## config.mk

```make
export PLATFORM = sky130hd
export DESIGN_NAME = pipeline_hazard_ctrl
export DESIGN_NICKNAME = d
export VERILOG_FILES = /design/src/rtl/pipeline_hazard_ctrl.sv
export SDC_FILE = /design/constraint.sdc
export NUM_CORES = 1
export LEC_CHECK = 0
export ABC_CLOCK_PERIOD_IN_PS = 2300
export BUFFER_PORTS_ARGS = -buffer_cell sky130_fd_sc_hd__buf_2
export CAP_MARGIN = 20
export CORE_AREA = 2 2 83 69
export CTS_CLUSTER_SIZE = 30
export DETAILED_ROUTE_END_ITERATION = 8
export DIE_AREA = 0 0 85 71
export PLACE_DENSITY = 0.58
export SYNTH_ARGS = -nofsm -noshare
export SYNTH_HDL_FRONTEND = slang
export SYNTH_SLANG_ARGS = --single-unit
```

## constraint.sdc

```tcl
create_clock -name clk -period 2.3 [get_ports clk]
set_input_delay 0.115 -clock clk [delete_from_list [all_inputs] [get_ports clk]]
set_output_delay 0.115 -clock clk [all_outputs]
set_load 0.01 [all_outputs]
```

## src/rtl/pipeline_hazard_ctrl.sv

```systemverilog
// Pipeline hazard controller for a five-stage in-order pipeline.
// Resolves load-use hazards, taken branches and instruction/data memory
// back-pressure into per-stage hold enables and bubble (flush) requests.
// A small FSM remembers data-memory waits and wrong-path fetches that are
// still outstanding, so that a required IF/ID flush is never lost.
//
// state | meaning
// ------+---------------------------------------------------------------
// RUN   | normal operation, outputs follow hazard priority
// DWAIT | data memory busy, whole pipeline frozen
// FPEND | wrong-path fetch still in flight, IF/ID flushed until it returns
module pipeline_hazard_ctrl #(
    parameter int REG_AW = 5,
    parameter int CNT_W  = 16
) (
    input  logic              clk,
    input  logic              rst,
    input  logic [REG_AW-1:0] id_rs1,
    input  logic [REG_AW-1:0] id_rs2,
    input  logic              id_rs1_used,
    input  logic              id_rs2_used,
    input  logic [REG_AW-1:0] ex_rd,
    input  logic              ex_mem_read,
    input  logic              ex_branch_taken,
    input  logic              im_stall,
    input  logic              dm_stall,
    output logic              stall_if,
    output logic              stall_id,
    output logic              stall_ex,
    output logic              stall_mem,
    output logic              stall_wb,
    output logic              flush_id,
    output logic              flush_ex,
    output logic [1:0]        ctrl_state,
    output logic [CNT_W-1:0]  stall_cnt,
    output logic [CNT_W-1:0]  dwait_cnt
);

    typedef enum logic [1:0] {
        RUN   = 2'd0,
        DWAIT = 2'd1,
        FPEND = 2'd2
    } state_t;

    state_t state, state_nxt;
    logic   lu;

    // Load-use hazard: the EX load writes a register the ID instruction reads.
    always_comb begin
        lu = ex_mem_read && (ex_rd != '0) &&
             ((id_rs1_used && (id_rs1 == ex_rd)) ||
              (id_rs2_used && (id_rs2 == ex_rd)));
    end

    // State register, asynchronously returned to RUN on reset.
    always_ff @(posedge clk or posedge rst) begin
        if (rst) state <= RUN;
        else     state <= state_nxt;
    end

    // Next-state and hazard outputs by priority dm_stall > branch > lu > im_stall.
    always_comb begin
        state_nxt = RUN;
        stall_if  = 1'b0;
        stall_id  = 1'b0;
        stall_ex  = 1'b0;
        stall_mem = 1'b0;
        stall_wb  = 1'b0;
        flush_id  = 1'b0;
        flush_ex  = 1'b0;

        if (dm_stall) begin
            stall_if  = 1'b1;
            stall_id  = 1'b1;
            stall_ex  = 1'b1;
            stall_mem = 1'b1;
            stall_wb  = 1'b1;
        end else if (ex_branch_taken) begin
            flush_id = 1'b1;
            flush_ex = 1'b1;
        end else if (lu) begin
            stall_if = 1'b1;
            stall_id = 1'b1;
            flush_ex = 1'b1;
        end else if (im_stall) begin
            stall_if = 1'b1;
            flush_id = 1'b1;
        end

        case (state)
            RUN, DWAIT: begin
                if (dm_stall)
                    state_nxt = DWAIT;
                else if (ex_branch_taken && im_stall)
                    state_nxt = FPEND;
                else
                    state_nxt = RUN;
            end
            FPEND: begin
                // Frozen pipeline keeps the flush pending; otherwise keep
                // killing IF/ID until the wrong-path fetch has returned.
                if (dm_stall) begin
                    state_nxt = FPEND;
                end else begin
                    flush_id  = 1'b1;
                    state_nxt = im_stall ? FPEND : RUN;
                end
            end
            default: state_nxt = RUN;
        endcase

        if (rst) begin
            stall_if  = 1'b0;
            stall_id  = 1'b0;
            stall_ex  = 1'b0;
            stall_mem = 1'b0;
            stall_wb  = 1'b0;
            flush_id  = 1'b0;
            flush_ex  = 1'b0;
        end
    end

    assign ctrl_state = state;

    // Saturating performance counters for front-end stalls and data waits.
    always_ff @(posedge clk or posedge rst) begin
        if (rst) begin
            stall_cnt <= '0;
            dwait_cnt <= '0;
        end else begin
            if (stall_if && (stall_cnt != '1)) stall_cnt <= stall_cnt + 1'b1;
            if (dm_stall && (dwait_cnt != '1)) dwait_cnt <= dwait_cnt + 1'b1;
        end
    end

endmodule
```

---- Word-level counts from Yosys, hierarchy flattened ----
Index checks and enable logic that the tools add are counted.
operators by class
  add/subtract/negate cells ............... 2
  $mul .................................... 0
  div/mod/pow operators ................... 0
  order comparisons ....................... 0
  equal/unequal tests ..................... 6
  shifts and indexed selects .............. 0
  muxes and demuxes ....................... 25
  bitwise operators ....................... 0
  reduce and logical (&&, ||, !) cells .... 11
operator list
  cell                                                 count
  adder 16 x 1 -> 16 bit, second input constant        2
  != test 16 bit, second input constant                2
  two-way mux 1 bit                                    20
  equality test 5 bit                                  2
  two-way mux 2 bit                                    4
  logical AND 1 bit                                    7
  nonzero test 5 bit                                   1
  one-hot mux 2 bit (2 select lines)                   1
  equality test 2 x 1 -> 1 bit, second input constant  1
  equality test 2 bit, second input constant           1
  logical NOT 2 bit                                    1
  OR reduction 2 bit                                   1
  logical OR 1 bit                                     1
storage, ports and cells
  register bits ........................... 34
  latch bits .............................. 0
  bits in writable memories ............... 0
  ROM bits ................................ 0
  output and inout port bits .............. 41
  memories kept ........................... 0

---- Longest topological paths before layout ----
  depth in word-level cells ............... 10
  mapped depth ............................ 8
  depth with buffers taken out ............ 7

---- Worst setup path before layout ----
No wires, ideal clock.
  path type ............................... register -> register
  start point ............................. reg stall_cnt[0]
  end point ............................... reg stall_cnt[3]
  library setup time ...................... 0.126 ns
  data arrival time ....................... 1.780 ns
  data required time ...................... 2.174 ns
  path slack .............................. 0.394 ns
  stages on the path, launching flop included .. 9
  buffers on the path ..................... 1
  clock period less this slack ............ 1.906 ns
  path through ............................ dfrtp_1 ha_1 and3_1 and2_1 and3_1 a21oi_4 buf_6 nand4_1 xnor2_1
on the way
  word-level cells in the longest chain between the ends .. 2
RTL lines
  item                                                            RTL line  RTL
  start, declared                                                 35        output logic [CNT_W-1:0] stall_cnt,
  start signal, assigned                                          131       if (stall_if && (stall_cnt != '1)) stall_cnt <= stall_cnt + 1'b1;
  branches (longest 2 deep; another with adder 16 x 1 -> 16 bit)  -
Parallel ways; which one is timed is not known.
A chain may end at the register's enable or synchronous reset.

---- Worst setup path in the final report ----
  start point ............................. reg stall_cnt[0]
  end point ............................... reg stall_cnt[1]
The elaborated chain is that of the path after synthesis.

==> results.md <==
- Clk slew on worst S/H paths: around 70 ps
- H-tree lvl count: 2
- Worst setup SP type: flop
- CP max-delay cell: dfrtp_1
- WHS: -0.606 ps
- Ports: 64
- Syn Nets: about 200
- CP most frequent cell: and3_1
- Tot GR Track Use: 0.131
- Number of nets in the final layout: around 260
- Largest net degree at the start of global routing: 35
- Die Width: 85 um
- Final period util: 0.909
- Site Rows: 24
- Synthesized area per cell: 10.4 um2
- Worst EP arrival: between 2000 and 2500 ps
- Height of the die: between 70 and 80 um
- Worst skew pair latency: between 200 and 300 ps
- Diode count: 0
- CP Buf/Inv Count: 0
- Root Driver: clkbuf_8
- Outcome: finished with violations
- Power Density: about 780 nW/um2
- Sequential element share of the synthesized area: 0.480
- Max IR drop VDD: 0.507 mV
- Synth Cell Area: between 1500 and 2000 um2
- Iteration-0 DRC Markers: 20
- Failing checks: hold timing
- Layout cells sized above 1: 0.342
- CP endpoint kind: flop
- Global route overflow: 0
- Vias per inst: about 4.7
- Initial Util: 0.338
- Worst path cell trace: ha_1 > and3_1 > and2_1 > and3_1 > a21oi_4 > mux2_2
- Area Overhead vs Synth: 26.6%
- Crit-path max cell delay: 420 ps
- Resize count post-CTS: 0
- Setup bufs post-CTS: 0
- Post-synthesis async set-or-reset flop share: 1.00
- Drt wl/cell: roughly 12 um
- RSZ-0062 raised after global routing: no
- Routed Antenna Nets: 0
- Total negative setup slack: 0 ps
- Max cap viols: 0
- Hold Path Class: primary input to async pin
- Fin. Hold Viols: 4
- Synth Instances: about 170
- Number of remaining DRC errors: 0
- Synth Warn #: 0
- Rel. slew slack: 0.708
- Post-synth EDFFs: 0
- Final GP Congestion: ~0.76
- WP data required: around 2500 ps
- Hold buffers post-CTS: 0
- Vias: ~1400
- Largest fanout on the critical path: 14
- Setup CP Type: flop to flop
- Max Slew Vio Count: 0
- Initial antenna violation count: 0
- PortBufs: 63
- Core area: 5260 um2
- CTS buffer count: 5
- Prevailing post-synth register cell: dfrtp_1
- Clock buffer depth: 2
- Leakage Power: between 1 and 1.5 nW
- Die area: 6040 um2
- HPWL Detailed: about 2800 um
- Clock skew: roughly 4.8 ps
- Min Tclk post-route: around 2100 ps
- Drt total wl: around 3700 um
- Fmax: 479 MHz
- CTS tree: built
- Synth unique cells: 34
- FF+latch count, synth: 34
- CTS sink count: 34
- Actual slew at the worst max-slew pin: between 400 and 500 ps
- Top delay family on crit path: simple AND/OR/NAND/NOR gates
- DR pass1 iterations: 4
- Vias in the first global route: approximately 1400
- Final Setup Violations: 0
- Global-route wire length before repair: ~6400 um
-- sequential cells by signal, summed over array words and instances, names as in the netlist --
signal,cells
dwait_cnt,16
ctrl_state,2
stall_cnt,16
-- routing by layer --
layer / GRT usage / vias up / routed length, um
met3: 0.0513 / 2 / 243
li1: - / 730 / -
met2: 0.200 / 36 / 1660
met4: 0.0317 / 0 / 18
met5: 0 / - / 0
met1: 0.175 / 664 / 1810
-- layout by cell type (no fill, tap or decap), drive strengths merged --
cell / instances
a211oi: 1
nand3: 5
ha: 2
o22ai: 1
nor3: 2
mux2: 3
clkbuf: 7
or4: 1
inv: 5
and4: 5
a311oi: 1
o21ai: 3
or4b: 1
o32ai: 1
xnor2: 27
nor2: 11
dfrtp: 34
nand2b: 3
nand4: 13
a31oi: 2
clkinv: 1
a21oi: 3
nand2: 23
buf: 65
and2: 2
xor2: 8
and3: 9
a41oi: 1
-- layout make-up --
class	instances	area [um2]
Tap cell	65	81.3
Multi-Input combinational cell	128	873
Clock inverter	1	5.00
Fill cell	541	3010
Sequential cell	34	851
Timing Repair Buffer	65	330
Inverter	5	18.8
Clock buffer	7	86.3
-- power by group --
part / total [W] / switching (W) / internal, W
combinational: 0.000454 / 0.000233 / 0.000222
sequential: 0.000850 / 0.000137 / 0.000714
clock: 0.000452 / 0.000210 / 0.000242
-- worst register-to-register path, stage by stage, from the launching register on --
cell     delay (ps)
dfrtp_1         420
ha_1            230
and3_1          200
and2_1          210
and3_1          220
a21oi_4         320
mux2_2          380
-- cells in the mapped netlist, types with 2 or more instances --
cell | number | share of area
o21ai_0 | 2 | 0.0056
a31oi_1 | 2 | 0.0071
nor2_2 | 2 | 0.0071
mux2_2 | 3 | 0.019
dfrtp_1 | 34 | 0.48
inv_1 | 5 | 0.011
a21oi_1 | 2 | 0.0056
nand2b_1 | 3 | 0.011
xnor2_1 | 27 | 0.13
nand4_1 | 13 | 0.046
nand2_1 | 23 | 0.049
nand3_1 | 4 | 0.011
xor2_1 | 8 | 0.039
buf_4 | 2 | 0.0085
and4_1 | 5 | 0.025
and3_1 | 8 | 0.028
nor3_1 | 2 | 0.0056
nor2_1 | 9 | 0.019
ha_1 | 2 | 0.014
-- through the flow --
step / util / instance area [um2] / std cells / power [W] / setup slack [ps]
floorplan: - / 1770 / 171 / 0.00112 / 394
global placement: 0.410 / 2150 / 297 / 0.00132 / 274
detailed placement: 0.410 / 2150 / 297 / 0.00133 / 209
CTS: 0.427 / 2250 / 305 / 0.00180 / 189
global route: 0.427 / 2250 / 305 / 0.00188 / 73.8
finish: 0.427 / 2250 / 305 / 0.00176 / 210
-- cells by family after synthesis --
family,share of synthesized area
AO/OA/AOI/OAI,0.0529
XOR/XNOR,0.173
multiplexers,0.0190
AND/OR/NAND/NOR,0.233
buffers and inverters,0.0282
adder cells (fa/ha/maj),0.0141
flip-flops,0.480
-- final timing paths --
kind,startpoint,endpoint,slack (ps),cells after the start
max in group asynchronous,rst,stall_cnt[0],2000,3
max,stall_cnt[0],stall_cnt[1],210,6
min reg2reg,ctrl_state[1],ctrl_state[0],480,1
min,rst,stall_cnt[2],-0.6,3
max reg2reg,stall_cnt[0],stall_cnt[1],210,6
min in group clk,ex_branch_taken,ctrl_state[1],120,3
Note: power is estimated with default switching activity, not from simulation.
